[src/rtl/cdb_arbiter_pkg.sv]
// System-wide definitions shared by the common-data-bus arbiter:
// functional-unit numbering, register-file and datapath widths, and the
// per-FU completion slot record.
package cdb_arbiter_pkg;

    // Completion ports are numbered in this order.
    typedef enum logic [2:0] {
        FU_ALU = 3'd0,
        FU_LD  = 3'd1,
        FU_ST  = 3'd2,
        FU_FP1 = 3'd3,
        FU_FP2 = 3'd4
    } fu_e;

    localparam int N_FU      = 5;
    localparam int PRF_IDX_W = 6;
    localparam int XLEN      = 32;

    // One buffered completion waiting for its turn on the bus.
    typedef struct packed {
        logic                 occupied;
        logic [PRF_IDX_W-1:0] tag;
        logic [XLEN-1:0]      result;
    } CDB_SLOT;

endpackage

[src/rtl/cdb_arbiter_rr.sv]
// Combinational round-robin arbiter: searches the request vector starting at
// ptr and wrapping modulo N, returning a one-hot grant and the winner index.
module rr_arbiter #(
    parameter  int N  = 5,
    localparam int IW = (N > 1) ? $clog2(N) : 1
) (
    input  logic [N-1:0]  req,
    input  logic [IW-1:0] ptr,
    output logic [N-1:0]  grant,
    output logic [IW-1:0] winner
);

    logic          found;
    logic [IW:0]   sum;
    logic [IW-1:0] idx;

    // First requester at or above ptr (wrapping) wins.
    always_comb begin
        grant  = '0;
        winner = '0;
        found  = 1'b0;
        sum    = '0;
        idx    = '0;
        for (int k = 0; k < N; k++) begin
            sum = {1'b0, ptr} + (IW+1)'(k);
            if (sum >= (IW+1)'(N)) begin
                sum = sum - (IW+1)'(N);
            end
            idx = sum[IW-1:0];
            if (!found && req[idx]) begin
                found      = 1'b1;
                grant[idx] = 1'b1;
                winner     = idx;
            end
        end
    end

endmodule

[src/rtl/cdb_arbiter.sv]
// Common-data-bus arbiter: buffers one completion per functional unit and
// broadcasts at most one per cycle, round-robin, as a registered CDB entry.
module cdb_arbiter #(
    parameter int N_FU   = cdb_arbiter_pkg::N_FU,
    parameter int TAG_W  = cdb_arbiter_pkg::PRF_IDX_W,
    parameter int DATA_W = cdb_arbiter_pkg::XLEN
) (
    input  logic                           clock,
    input  logic                           reset,
    input  logic [N_FU-1:0]                fu_done,
    input  logic [N_FU-1:0][TAG_W-1:0]     fu_tag,
    input  logic [N_FU-1:0][DATA_W-1:0]    fu_result,
    output logic [N_FU-1:0]                fu_stall,
    output logic                           cdb_valid,
    output logic [TAG_W-1:0]               cdb_tag,
    output logic [DATA_W-1:0]              cdb_value,
    output logic [2:0]                     cdb_fu
);

    import cdb_arbiter_pkg::*;

    localparam int IDX_W = (N_FU > 1) ? $clog2(N_FU) : 1;

    CDB_SLOT          slot_p0 [N_FU];
    logic [N_FU-1:0]  req;
    logic [N_FU-1:0]  grant;
    logic [N_FU-1:0]  capture;
    logic [IDX_W-1:0] winner;
    logic [IDX_W-1:0] rr_ptr;
    logic             any_grant;

    rr_arbiter #(
        .N (N_FU)
    ) u_rr (
        .req    (req),
        .ptr    (rr_ptr),
        .grant  (grant),
        .winner (winner)
    );

    // A slot stalls its FU while it still holds an unbroadcast entry; a
    // tag-0 completion (no destination) is never captured.
    always_comb begin
        req       = '0;
        fu_stall  = '0;
        capture   = '0;
        for (int i = 0; i < N_FU; i++) begin
            req[i]      = slot_p0[i].occupied;
            fu_stall[i] = slot_p0[i].occupied && !grant[i];
            capture[i]  = fu_done[i] && !fu_stall[i] && (fu_tag[i] != '0);
        end
        any_grant = |grant;
    end

    // Slot capture / release: a granted slot may be refilled in the same cycle.
    always_ff @(posedge clock or negedge reset) begin
        if (!reset) begin
            for (int i = 0; i < N_FU; i++) begin
                slot_p0[i] <= '0;
            end
        end else begin
            for (int i = 0; i < N_FU; i++) begin
                if (capture[i]) begin
                    slot_p0[i].occupied <= 1'b1;
                    slot_p0[i].tag      <= PRF_IDX_W'(fu_tag[i]);
                    slot_p0[i].result   <= XLEN'(fu_result[i]);
                end else if (grant[i]) begin
                    slot_p0[i].occupied <= 1'b0;
                end
            end
        end
    end

    // Round-robin pointer advances past each winner; idle cycles leave it.
    always_ff @(posedge clock or negedge reset) begin
        if (!reset) begin
            rr_ptr <= '0;
        end else if (any_grant) begin
            rr_ptr <= (winner == IDX_W'(N_FU-1)) ? '0 : winner + 1'b1;
        end
    end

    // Registered broadcast: valid pulses per grant, payload holds when idle.
    always_ff @(posedge clock or negedge reset) begin
        if (!reset) begin
            cdb_valid <= 1'b0;
            cdb_tag   <= '0;
            cdb_value <= '0;
            cdb_fu    <= '0;
        end else begin
            cdb_valid <= any_grant;
            if (any_grant) begin
                cdb_tag   <= TAG_W'(slot_p0[winner].tag);
                cdb_value <= DATA_W'(slot_p0[winner].result);
                cdb_fu    <= 3'(winner);
            end
        end
    end

endmodule
[config.mk]
export PLATFORM = sky130hd
export DESIGN_NAME = cdb_arbiter
export DESIGN_NICKNAME = d
export VERILOG_FILES = /design/src/rtl/cdb_arbiter_pkg.sv /design/src/rtl/cdb_arbiter_rr.sv /design/src/rtl/cdb_arbiter.sv
export SDC_FILE = /design/constraint.sdc
export NUM_CORES = 1
export LEC_CHECK = 0
export ABC_AREA = 0
export CORE_UTILIZATION = 56
export CTS_BUF_LIST = sky130_fd_sc_hd__clkbuf_4 sky130_fd_sc_hd__clkbuf_8 sky130_fd_sc_hd__clkbuf_16
export DETAILED_ROUTE_END_ITERATION = 6
export PLACE_DENSITY = 0.86
export SLEW_MARGIN = 40
export SYNTH_ARGS = -nofsm -noshare
export SYNTH_HDL_FRONTEND = slang
export SYNTH_SLANG_ARGS = --single-unit
[constraint.sdc]
create_clock -name clock -period 9.85 [get_ports clock]
set_clock_uncertainty 0.2 [all_clocks]
set_input_delay 1.97 -clock clock [delete_from_list [all_inputs] [get_ports clock]]
set_output_delay 1.97 -clock clock [all_outputs]
set_load 0.03 [all_outputs]
# Word level (Yosys, flattened, before mapping)
# Cells that the tools add are included.
dict set report totals {
  regBits 240
  elab_cells 154
  input_bits 197
  output_inout_bits 47
}
dict set report op_classes {
  n_bitwise 5
  eq_ne 1
  magnitude_cmp 16
  n_addsub 10
  n_mux 53
  reduce_logical 49
}
# op count
set op_table {}
lappend op_table {{39-bit binary-select mux with 3-bit select} 1}
lappend op_table {{38-bit 2-to-1 mux} 2}
lappend op_table {{3-bit 2-to-1 mux} 11}
lappend op_table {{6-bit nonzero test} 5}
lappend op_table {{5-bit 2-to-1 mux} 5}
lappend op_table {{1-bit logical AND} 24}
lappend op_table {{1-bit 2-to-1 mux} 24}
lappend op_table {{3-bit by 4-bit < comparator with 1-bit output, second input constant} 5}
lappend op_table {{5-bit bitwise OR} 4}
lappend op_table {{4-bit by 3-bit greater-or-equal comparator with 1-bit output, second input constant} 4}
lappend op_table {{1-bit binary-select mux with 3-bit select} 5}
lappend op_table {{1-bit demux with 3-bit select} 5}
lappend op_table {{3-bit by 1-bit greater-or-equal comparator with 1-bit output, second input constant} 5}
lappend op_table {{3-bit subtractor, second input constant} 5}
lappend op_table {{1-bit logical NOT} 14}
lappend op_table {{2-bit nonzero test} 5}
lappend op_table {{3-bit by 2-bit adder with 4-bit output, second input constant} 2}
lappend op_table {{5-bit OR reduction} 1}
lappend op_table {{3-bit by 1-bit adder with 4-bit output, second input constant} 1}
lappend op_table {{3-bit by 3-bit adder with 4-bit output, second input constant} 1}
lappend op_table {{4-bit greater-or-equal comparator, second input constant} 1}
lappend op_table {{3-bit inverter with 4-bit output} 1}
lappend op_table {{3-bit by 1-bit adder with 3-bit output, second input constant} 1}
lappend op_table {{3-bit == test, second input constant} 1}
lappend op_table {{3-bit greater-or-equal comparator, second input constant} 1}

# Longest topological paths before layout
# Gate-level depths: netlist (run 1).
dict set report depth {
  word_depth 23
  mapped_depth 20
  ltp_nobuf 16
}

# Hierarchy
# From an unflattened synthesis (run 1), not the netlist that was laid out.
dict set report hier_totals {
  cells_unflattened 881
  area_unflattened_um2 11712.5
}
# mod seq_area_each_um2 area_per_inst_um2 cells_each n_inst
set by_module_without_submodules {}
lappend by_module_without_submodules {cdb_arbiter 6005.8 10343.7 685 1}
lappend by_module_without_submodules {rr_arbiter 0.0 1368.8 196 1}

# Least setup slack after synthesis (run 1)
# No wires, ideal clock.
dict set report synth_timing {
  path_type {flip-flop to output port}
  start {register rr_ptr[0]}
  end {output fu_stall[0]}
  required_ns 7.680
  arrival_ns 3.454
  path_stages_with_launch 15
  setup_slack_ns 4.226
  path_buffers 2
  cell_sequence {dfrtp_1 -> buf_4 -> inv_1 -> ha_1 -> inv_1 -> fa_1 -> clkbuf_1 -> or3_1 -> a21o_1 -> a21oi_2 -> nor4_1 -> o311ai_1 -> o41ai_2 -> or3_4 -> inv_1}
}
dict set report synth_between {
  elab_chain_len 19
  word_cells_on_any_way 77
  cone_classes {add/sub: 9; order compare: 15; mux: 34; bitwise: 4; reduce/logical: 15}
}
# item line_no
set synth_lines {}
lappend synth_lines {{start, declared} cdb_arbiter.sv:29} ;# logic [IDX_W-1:0] rr_ptr;
lappend synth_lines {{start signal, assigned} cdb_arbiter.sv:79} ;# rr_ptr <= (winner == IDX_W'(N_FU-1)) ? '0 : winner + 1'b1;
lappend synth_lines {{parallel branches: the longest is 16 deep, another holds 3-bit by 1-bit adder with 4-bit output} n/a}
lappend synth_lines {{5-bit 2-to-1 mux *} cdb_arbiter_rr.sv:30} ;# if (!found && req[idx]) begin
lappend synth_lines {{1-bit logical NOT *} cdb_arbiter.sv:49} ;# fu_stall[i] = slot_p0[i].occupied && !grant[i];
lappend synth_lines {{1-bit logical AND *} cdb_arbiter.sv:49}
lappend synth_lines {{end, declared} cdb_arbiter.sv:13} ;# output logic [N_FU-1:0] fu_stall,
# Every way passes the cells marked *. The select of a mux whose other input is x is not followed.

# Worst setup path in the final report (run 1)
# Ends and elaborated chain as after synthesis.

==> results of run 1 <==
registers in the layout, summed over array words and instances, names as in the netlist:
register,count
slot_p0,190
cdb_fu,3
cdb_tag,6
req,5
rr_ptr,3
cdb_value,32
cdb_valid,1
final timing paths:
path / cells after the start / to / start
hold reg to reg: 1 / cdb_value[0] / cdb_value[0]
setup / recovery: 12 / fu_stall[0] / rr_ptr[0]
hold / removal: 1 / cdb_value[0] / cdb_value[0]
min in group asynchronous: 1 / cdb_tag[1] / reset
setup reg to reg: 15 / cdb_value[10] / rr_ptr[0]
max in group asynchronous: 4 / slot_p0[85] / reset
Yosys cell counts (all sizes together), types with 3 or more instances:
master   count  area share
mux2       187        0.18
a32o         4      0.0034
and2         4      0.0021
nand2b      10      0.0053
nor2b        6      0.0032
o32ai        3      0.0029
a2bb2oi      3      0.0028
o211ai       3      0.0019
buf         45       0.025
a32oi        3      0.0022
mux2i       86       0.073
o21a         4      0.0025
o21ai       16      0.0071
nor2        16      0.0051
nor4         6      0.0037
ha          10       0.011
nand3        5      0.0025
o311ai       8      0.0066
a21oi       15      0.0070
or2          4      0.0021
or4          5      0.0032
nor3         9      0.0038
or3          5      0.0031
a211oi       5      0.0032
dfrtp      240        0.51
nor4bb       3      0.0025
clkbuf      13      0.0041
a21o        42       0.027
nand2       56       0.018
o221ai      39       0.029
inv         21      0.0067
o31ai        3      0.0019
critical path: stages, from the launching register on:
cell             delay [ns]
dfrtp_2                0.72
inv_1                  0.29
ha_1                   0.31
ha_1                   0.51
or2_2                  0.38
o21ai_0                0.37
a2bb2oi_2              0.33
nor4_1                 0.11
o311ai_1               0.37
o41ai_2                0.21
or3_4                  0.41
inv_1                  0.07
clkdlybuf4s50_1        0.65
per-layer routing:
layer | up-vias | global-route usage
met1 | 4451 | 0.423
met5 | - | 0
li1 | 3894 | -
met4 | 0 | 0.113
met2 | 367 | 0.515
met3 | 70 | 0.0724
area by class of cell:
cell class | instances | area, um^2
Sequential cell | 240 | 6010
Multi-Input combinational cell | 601 | 5450
Fill cell | 1306 | 5030
Timing Repair Buffer | 261 | 2650
Clock buffer | 33 | 723
Tap cell | 270 | 338
Clock inverter | 13 | 148
Inverter | 21 | 78.8
per-stage QoR:
step	hold WS [ns]	utilization	worst slack, ns	area, um^2	instances
after global routing	0.293	0.754	2.13	15400	1439
final	0.274	0.754	2.40	15400	1439
after floorplan	0.257	-	4.23	11800	920
after global placement	0.259	0.705	2.62	14400	1388
after CTS	0.278	0.752	2.42	15400	1437
after detailed placement	0.264	0.709	2.99	14500	1391
kinds of logic after synthesis:
| kind of cell | after synthesis |
|---|---|
| buffers and inverters | 79 |
| adder cells (fa/ha/maj) | 11 |
| AND/OR/NAND/NOR | 136 |
| flip-flops | 240 |
| AO/OA/AOI/OAI | 176 |
| multiplexers | 275 |
| XOR/XNOR | 3 |
==> impl_metrics.csv, run 1 <==
group,metric,value,unit
die,fp.dieW,147,um
sta,fin_setup_tns,0,ns
setup_path,startpoint_type,"flip-flop",
sta,finalCriticalPeriod,7.45,ns
grt,grt_overflow_total,0,
cts,cts_made_buffers,25,
die,core_area,0.0204,mm^2
route,dr_wl_met3,2460,um
route,viasPerCell,6.10,
placement,io_buffer_count,243,
setup_path,cp-end-kind,"primary output",
finish,n_antenna_cell,0,
synthesis,post_synth_xor_area_fraction,0.00223,
setup_path,path_class,"reg2out",
sta,fmax,134,MHz
synthesis,synth_top_family_by_area,"multiplexers",
grt,grt_use_total,0.319,
sta,finalMaxSlewViolations,0,
cts,cts_tree,"built",
finish,final_cell_mix,"clkdlybuf4s50_1 (242), dfrtp_1 (239), mux2_2 (155)",
setup_path,cp.required,7.68,ns
setup_path,arrival,5.28,ns
synthesis,synth_compound_area_frac,0.121,
sta,rsz0062_at_grt,"no",
sta,timing.slew.headroom,0.502,
die,start_util,0.577,
synthesis,synth_cell_type_count,79,
route,dr.pass1.iters,5,
route,wl_met2,16300,um
grt,grt_max_degree,107,
cts,clk_pin_slew,0.06,ns
cts,clock_tree.buffer_depth,3,
synthesis,ys_async_sr_fraction,1.00,
route,maxUsedRoutingLayer,"met4",
route,avgRoutedWirePerCell,23.7,um
grt,grt_pass1_wl,52800,um
die,die_h,147,um
cts,root_buffer,"clkbuf_16",
sta,setup_violations,0,
route,finalWirelength,34100,um
setup_path,cp_max_fo,31,
sta,post-route-period-util,0.756,
synthesis,synth_warnings,0,
route,drtIter0Drc,465,
synthesis,synth_nets,1128,
route,met1_length,14200,um
setup_path,r2r_slack,3.94,ns
synthesis,synthFlopType,"dfrtp_1",
route,vias,8782,
placement,gp_congestion,0.967,
cts,cts_hold_buf,0,
cts,ctsResizeCount,0,
cts,htreeDepth,1,
cts,clock_latency,0.54,ns
grt,grt_pass1_vias,9346,
cts,post_cts_buffers,0,
sta,finalHoldViolations,0,
synthesis,synth_adder_area_share,0.0123,
synthesis,synth-edff-count,0,
grt,grt_antenna_before_repair,0,
synthesis,synth_seq_cells,240,
die,io_pins,244,
cts,cts_sinks,240,
finish,finish.net_count,1358,
die,die-area,0.0216,mm^2
synthesis,synth-seq-area-share,0.509,
synthesis,yosys.area_share.simple,0.0588,
sta,tightest_slew,0.727,ns
synthesis,postSynthAreaPerCell,12.8,um^2
finish,final_common_cell,"clkdlybuf4s50_1",
die,rows,52,
synthesis,syn_inst,920,
finish,syn_to_final_growth,30.5,%
min_path,hold_path.class,"reg2reg",
status,status,"complete, no violations",
route,drcViolationCount,0,
finish,drive_above_1_share,0.226,
route,ant_nets,0,
synthesis,syn_area,0.0118,mm^2
placement,hpwl,22800,um
job,maxCapViolCount,0,
synthesis,synthMuxAreaShare,0.261,
Power of run 1 is left out: the tool's default activity adds up to more than one toggle a clock period on the data nets, which glitch-free logic cannot reach.
==> run 2, diff against run 1 <==
- CORE_UTILIZATION: 56 -> 52
- PLACE_DENSITY: 0.86 -> 0.81
- clock period: 9.85 -> 7.65 ns (I/O delays scaled with it)
==> impl_metrics.csv, run 2 (synthesis gave the netlist of run 1 again) <==
group,metric,value,unit
status,status,"complete, but fails checks",
status,violations,"design-rule violations",
sta,finalMaxSlewViolations,0,
finish,final_common_cell,"clkdlybuf4s50_1",
route,finalWirelength,33400,um
grt,grt_pass1_vias,9301,
die,fp.dieW,153,um
cts,clock_latency,0.53,ns
finish,seq_area,0.00601,mm^2
grt,grt_pass1_wl,52700,um
grt,grt_use_total,0.291,
cts,clk_pin_slew,0.06,ns
grt,grt_max_degree,76,
sta,timing.slew.headroom,0.457,
sta,tightest_slew,0.807,ns
sta,setup_violations,0,
setup_path,cp-end-kind,"primary output",
setup_path,reg2reg_from,"rr_ptr[1]",
min_path,hold_depth,1,
cts,cts_sinks,240,
cts,cts_made_buffers,26,
route,ant_nets,0,
cts,htreeDepth,1,
route,vias,8699,
finish,multiInputGateArea,0.00545,mm^2
grt,met3_usage,0.0731,
route,dr.pass1.iters,7,
min_path,min_from,"cdb_value[17]",
finish,finish.net_count,1364,
die,die_h,153,um
finish,syn_to_final_growth,31.5,%
grt,grt_antenna_before_repair,3,
die,start_util,0.536,
cts,root_buffer,"clkbuf_16",
finish,largest_register_ff_count,190,
placement,gp_congestion,0.946,
sta,fin_setup_tns,0,ns
finish,drive_above_1_share,0.230,
job,maxCapViolCount,0,
setup_path,arrival,4.99,ns
grt,grt_overflow_total,0,
sta,finalHoldViolations,0,
route,avgRoutedWirePerCell,22.9,um
setup_path,path_class,"reg2out",
finish,top_register,"slot_p0",
placement,hpwl,23300,um
setup_path,r2r_slack,2.01,ns
die,rows,54,
route,viasPerCell,5.97,
setup_path,crit-reg2reg-capture,"cdb_value[20]",
sta,post-route-period-util,0.878,
route,drcViolationCount,5,
setup_path,startpoint_type,"flip-flop",
placement,io_buffer_count,243,
cts,post_cts_buffers,0,
finish,reg_top3,"slot_p0 x190, cdb_value x32, cdb_tag x6",
setup_path,cp_max_fo,19,
die,core_area,0.0220,mm^2
finish,fill_cells,1545,
die,io_pins,244,
grt,top_usage_layer,"met2",
grt,global_route.usage.met1,0.373,
route,drtIter0Drc,508,
sta,fmax,149,MHz
sta,rsz0062_at_grt,"no",
cts,ctsResizeCount,0,
cts,cts_hold_buf,0,
min_path,hold_path.class,"reg2reg",
min_path,hold_end,"cdb_value[17]",
setup_path,reg2regPathDepth,14,
die,die-area,0.0233,mm^2
cts,cts_tree,"built",
cts,clock_tree.buffer_depth,3,
grt,grtUsageMet2,0.483,
sta,finalCriticalPeriod,6.72,ns
setup_path,cp.required,5.92,ns
finish,final_cell_mix,"clkdlybuf4s50_1 (242), dfrtp_1 (240), mux2_2 (155)",
-- run 2: layout make-up --
type | instances | share of cell area
multi-input cells | 601 | 0.351
well taps | 280 | 0.0226
diodes | 2 | 0.000323
clock inverters | 15 | 0.0152
clock buffers | 33 | 0.0481
inverters | 21 | 0.00508
flip-flops and latches | 240 | 0.387
repair buffers | 266 | 0.171
-- run 2: worst max path at each step --
stage                       end  slack (ns)      start  cells after the start
floorplan           fu_stall[0]        2.47  rr_ptr[0]                     14
global placement    fu_stall[0]        1.54  rr_ptr[1]                     12
detailed placement  fu_stall[0]        1.51  rr_ptr[1]                     12
CTS                 fu_stall[0]        0.94  rr_ptr[1]                     12
global route        fu_stall[0]        0.64  rr_ptr[1]                     11
finish              fu_stall[0]        0.93  rr_ptr[1]                     12
-- run 2: worst max-delay path, stage by stage (launching register included) --
cell and delay (ns):
dfrtp_1 0.59, inv_1 0.24, ha_1 0.26, ha_1 0.52, or2_2 0.38, o21ai_0 0.39, a2bb2oi_2 0.35, nor4_1 0.12
o311ai_1 0.31, o41ai_2 0.18, or3_4 0.40, inv_1 0.07, clkdlybuf4s50_1 0.66
-- run 2: stage by stage --
step | hold slack [ns] | setup slack [ns] | instance area (um^2) | util | std cells
4_1_cts | 0.279 | 0.945 | 15500 | 0.704 | 1456
6_report | 0.276 | 0.933 | 15500 | 0.704 | 1458
2_1_floorplan | 0.257 | 2.47 | 11800 | - | 920
3_5_place_dp | 0.265 | 1.51 | 14500 | 0.660 | 1408
3_3_place_gp | 0.259 | 1.54 | 14500 | 0.658 | 1407
5_1_grt | 0.283 | 0.636 | 15500 | 0.704 | 1458
-- run 2: layer usage --
| metal | share of wire | routed length [um] | up-vias |
|---|---|---|---|
| met5 | 0.00039 | 13 | - |
| met4 | 0.030 | 1010 | 2 |
| met3 | 0.075 | 2510 | 80 |
| met2 | 0.48 | 16000 | 306 |
| met1 | 0.41 | 13800 | 4407 |
| li1 | - | - | 3904 |
Power of run 2 is left out for the same reason.
==> run 3, diff against run 2 <==
- CAP_MARGIN: not set -> 25
- CORE_UTILIZATION: 52 -> 53
- CTS_BUF_LIST: sky130_fd_sc_hd__clkbuf_4 sky130_fd_sc_hd__clkbuf_8 sky130_fd_sc_hd__clkbuf_16 -> sky130_fd_sc_hd__clkbuf_4
- MAX_ROUTING_LAYER: not set -> met4
- PLACE_DENSITY: 0.81 -> 0.82
==> impl_metrics.csv, run 3 (synthesis gave the netlist of run 1 again) <==
group,metric,value,unit
setup_path,cp-end-kind,"primary output",
min_path,hold_depth,1,
grt,grt_max_degree,103,
cts,root_buffer,"clkbuf_4",
sta,rsz0062_at_grt,"no",
cts,clock_latency,0.66,ns
sta,setup_violations,0,
die,fp.dieW,151,um
setup_path,r2r_slack,2.12,ns
sta,tightest_slew,0.798,ns
route,drcViolationCount,0,
status,status,"complete, no violations",
setup_path,path_class,"reg2out",
cts,htreeDepth,3,
finish,final_common_cell,"clkdlybuf4s50_1",
finish,syn_to_final_growth,30.7,%
cts,ctsResizeCount,0,
cts,clock_tree.buffer_depth,3,
finish,fill_cells,1538,
min_path,hold_end,"cdb_value[1]",
grt,grt_antenna_before_repair,3,
setup_path,arrival,5.03,ns
cts,cts_sinks,240,
sta,fin_setup_tns,0,ns
sta,setup_slack,0.894,ns
placement,pre_cts_slack,1.60,ns
die,die_h,151,um
setup_path,reg2reg_from,"rr_ptr[1]",
setup_path,crit_path_cell_trace,"inv_1 -> ha_1 -> ha_1 -> or2_2 -> o21ai_0 -> a2bb2oi_2 -> nor4_1 -> o311ai_1 -> o41ai_2 -> or3_4 -> inv_1 -> clkdlybuf4s50_1",
die,die-area,0.0229,mm^2
route,finalWirelength,34000,um
grt,grt_use_total,0.320,
finish,top_register,"slot_p0",
setup_path,cp_max_fo,19,
setup_path,reg2regPathDepth,14,
placement,gp_congestion,0.920,
placement,hpwl,23700,um
finish,final_cell_mix,"clkdlybuf4s50_1 (242), dfrtp_1 (240), mux2_2 (155)",
route,drtIter0Drc,569,
sta,post-route-period-util,0.883,
setup_path,startpoint_type,"flip-flop",
finish,finish.net_count,1404,
job,maxCapViolCount,0,
sta,finalHoldViolations,0,
finish,reg_top3,"slot_p0 x190, cdb_value x32, cdb_tag x6",
sta,timing.slew.headroom,0.461,
cts,cts_hold_buf,0,
cts,post_cts_buffers,0,
setup_path,startpoint,"rr_ptr[1]",
min_path,min_from,"cdb_value[1]",
finish,largest_register_ff_count,190,
min_path,hold_path.class,"reg2reg",
grt,grt_pass1_vias,9692,
cts,cts_made_buffers,66,
die,rows,54,
cts,cts_tree,"built",
die,io_pins,244,
setup_path,max_stage_delay,0.66,ns
route,ant_nets,0,
route,avgRoutedWirePerCell,22.4,um
cts,clk_pin_slew,0.06,ns
die,start_util,0.540,
setup_path,cp.required,5.92,ns
finish,drive_above_1_share,0.265,
sta,finalMaxSlewViolations,0,
route,dr.pass1.iters,5,
sta,fmax,148,MHz
grt,grt_overflow_total,0,
route,viasPerCell,5.94,
setup_path,crit-reg2reg-capture,"cdb_value[27]",
route,vias,9017,
setup_path,crit_slowest_cell,"clkdlybuf4s50_1",
die,core_area,0.0218,mm^2
placement,io_buffer_count,243,
sta,finalCriticalPeriod,6.76,ns
grt,grt_pass1_wl,52600,um
## run 3: changes by cell type in the layout (fill, tap and decap cells not counted), moves of 2 or more
cell and change:
clkbuf_4 +96, buf_4 -3, clkbuf_8 -4, clkbuf_16 -27
buf_12 +3, clkinv_1 +2, clkinv_2 -3, bufinv_16 -4
## run 3: cell type report
class                           count  area (um^2)  share of cell area
Tap cell                          280          350              0.0227
Sequential cell                   240         6010               0.389
Clock buffer                       98          736              0.0477
Timing Repair Buffer              266         2700               0.175
Antenna cell                        3         7.51            0.000487
Multi-Input combinational cell    601         5450               0.353
Clock inverter                      9         95.1             0.00617
Inverter                           21         78.8             0.00511
## run 3: metrics by stage
step           cell area (um^2)  cells  hold WS (ns)  utilization
2_1_floorplan             11800    920         0.257            -
3_3_place_gp              14500   1404         0.259        0.665
3_5_place_dp              14600   1408         0.265        0.668
4_1_cts                   15400   1515         0.283        0.706
5_1_grt                   15400   1518         0.300        0.707
6_report                  15400   1518         0.283        0.707
## run 3: critical path: cells and delay by family (launching register included)
| kind | cells | cell delay (ns) |
|---|---|---|
| buf+inv | 3 | 0.96 |
| compound gates | 4 | 1.15 |
| fa+ha+maj | 2 | 0.79 |
| simple gates | 3 | 0.89 |
| flops | 1 | 0.58 |
## run 3: worst max path at each step
stage | to | cells after the start
after CTS | fu_stall[0] | 12
final | fu_stall[0] | 12
after global routing | fu_stall[0] | 12
after floorplan | fu_stall[0] | 14
after global placement | fu_stall[0] | 12
after detailed placement | fu_stall[0] | 12
## run 3: layer usage
metal  up-vias  track usage  wire length (um)
met1      4556        0.401             14300
met4         0        0.142               994
met5         -            -                 0
li1       4022            -                 -
met2       366        0.476             15900
met3        73       0.0991              2790
Power of run 3 is left out for the same reason.
==> RTL edit (settings of run 3) <==
Reset style: synchronous (`reset`), changed in 3 clocked blocks.
--- a/src/rtl/cdb_arbiter.sv
+++ b/src/rtl/cdb_arbiter.sv
@@ -53,7 +53,7 @@
     end
 
     // Slot capture / release: a granted slot may be refilled in the same cycle.
-    always_ff @(posedge clock or negedge reset) begin
+    always_ff @(posedge clock) begin
         if (!reset) begin
             for (int i = 0; i < N_FU; i++) begin
                 slot_p0[i] <= '0;
@@ -72,7 +72,7 @@
     end
 
     // Round-robin pointer advances past each winner; idle cycles leave it.
-    always_ff @(posedge clock or negedge reset) begin
+    always_ff @(posedge clock) begin
         if (!reset) begin
             rr_ptr <= '0;
         end else if (any_grant) begin
@@ -81,7 +81,7 @@
     end
 
     // Registered broadcast: valid pulses per grant, payload holds when idle.
-    always_ff @(posedge clock or negedge reset) begin
+    always_ff @(posedge clock) begin
         if (!reset) begin
             cdb_valid <= 1'b0;
             cdb_tag   <= '0;
Function: differs if reset is asserted again (counterexample within 4 cycles, from zero or initial values and one cycle with reset low); with reset held inactive, the same outputs for 4 cycles.
==> RTL edit against run 3 <==
  * The flow now finishes with violations (DRC)
  * Setup slack gained 0.10 ns
  * Global-route usage is 1.1 points lower
  * Cell count is 2.2% higher
  * Cell area about the same
  * Sequential cell count is the same
  * Synthesized area is 1.3% higher
  * Routed wire length grew 1.6%
  * Critical path type unchanged
  * Highest routed layer unchanged
Power is not shown: default switching activity piles up to over one toggle a cycle in this logic, so the estimate is an artifact.
==> RTL edit: results (changes against run 3) <==
** Detailed routing
- DRC errors left :: 28 (+28)
- The final wirelength was 34500 um (+1.6%).
- The total iterations of the first detailed-routing run came to 7 (+2).
- The DRC marker count from the first detailed-route iteration is 703 (+24%).
- The mean number of vias per cell came to 6.00 (+0.99%).
- Vias :: 9310 (+3.2%)

** Logic synthesis
- Count of distinct cell types in the synthesized netlist :: 70 (-11%)
- By area the synthesized netlist is led by edfxtp_1 49%, and3_1 10%, dfxtp_1 7.7%.
- Portion of the post-synthesis area used by sequential elements :: 56.5% (+5.5 points)
- Most used flip-flop cell after synthesis :: edfxtp_1
- Most instantiated cells after synthesis :: 195 x and3_1, 194 x edfxtp_1, 85 x mux2i_1
- The number of flops mapped to enable cells by yosys is 194 (+194).
- Synthesized net count :: 1191 (+5.6%)
- The share of synthesized flip-flops with an asynchronous set or reset came to 0% (-100 points).
- Number of instances in the synthesized netlist :: 982 (+6.7%)

** Worst setup path
- The number of cells on the worst reg-to-reg path is 15 (+1).
- RR Startpoint :: rr_ptr[1]
- The highest cell delay on the worst timing path is 0.69 ns (+0.03 ns).
- Crit-path max FO :: 18 (-1)
- The data arrival at the endpoint of the critical path is 4.92 ns (-0.11 ns).
- The endpoint identified for the worst register-to-register timing path is cdb_value[17].
- Register-to-register setup slack :: 2.31 ns (+0.19 ns)

** Global route
- Maximum number of pins on one net before global-route repair :: 134 (+30%)
- Vias in the first global route :: 9418 (-2.8%)
- The wire length of the first global-routing pass is 52900 um (+0.75%).
- The global routing usage summed across all routing layers is 30.9% (-1.1 points).
- Antenna violations before repair :: 5 (+2)

** Outcome
- The checks that failed: DRC.
- The run finished, with violations left.

** Clock network
- The post-CTS resize count came to 0 (unchanged).
- The number of buffers created by CTS was 59 (-11%).
- Number of H-tree levels :: 2 (-1)
- The buffer depth of the longest clock path is 3 (unchanged).
- The clock insertion delay at the later pin of the skew report was 0.70 ns (+0.04 ns).
- Setup fix buffers added after clock tree synthesis :: 0 (unchanged)

** STA
- The time the final worst path needs with I/O delays and setup came to 6.65 ns (-0.101 ns).
- Least-Margin Pin Slew :: 0.871 ns (+0.0730 ns)
- Sum of negative setup slack :: 0 ns (unchanged)

** Placement
- The global placement routability congestion was 0.913 (-0.75%).
- Number of instances in the placed design :: 1436 (+2.0%)
- The area of placed instances is 14600 um2 (+0.13%).
- The pre-CTS setup slack is 1.73 ns (+0.134 ns).

** Cells and area
- The largest registers in the layout are slot_p0: 195 flops, cdb_value: 32 flops, cdb_tag: 6 flops.
- The share of cells above drive strength 1 is 16.4% (-10 points).

** Floorplan
- Floorplan die area :: 23100 um2 (+1.3%)
[RTL edit: cell count changes after synthesis, sizes merged, moves of 32 or more]
cell / before / now
dfrtp: 240 / 0
edfxtp: 0 / 194
and3: 2 / 195
mux2: 187 / 41
clkbuf: 13 / 68
dfxtp: 0 / 46
a22oi: 1 / 40
o221ai: 39 / 0
o22ai: 1 / 38
a21o: 42 / 6
nand2: 56 / 24
[RTL edit: how the worst min path moves through the flow]
stage / from / endpoint / slack, ns / cells past startpoint
after detailed placement: cdb_fu[1] / cdb_fu[1] / 0.29 / 2
after global placement: cdb_fu[0] / cdb_fu[0] / 0.28 / 2
after floorplan: slot_p0[4][11] / cdb_value[11] / 0.34 / 2
final: cdb_fu[0] / cdb_fu[0] / 0.31 / 2
after global routing: cdb_fu[0] / cdb_fu[0] / 0.36 / 2
after CTS: cdb_fu[1] / cdb_fu[1] / 0.31 / 2
[RTL edit: kinds of logic after synthesis]
family | count (synthesis) | share of synthesized area (%)
compound gates | 176 | 11.3
xor+xnor | 3 | 0.220
fa+ha+maj | 12 | 1.32
buf+inv | 108 | 3.86
flops | 240 | 56.5
mux | 127 | 11.2
simple gates | 316 | 15.6
[RTL edit: per-layer routing]
layer	vias up	GRT usage, %	share of wire [%]
li1	4303	-	-
met1	4529	38.5	41
met2	412	49.9	48
met3	66	6.14	7.5
met4	0	11.5	2.9
met5	-	-	0
[RTL edit: cell type report]
class,count,area (um2)
repair buffers,267,2640
clock buffers,98,736
clock inverters,13,85.1
diodes,5,12.5
multi-input cells,634,4810
well taps,280,350
fillers,1578,6520
inverters,15,56.3
flip-flops and latches,240,6750
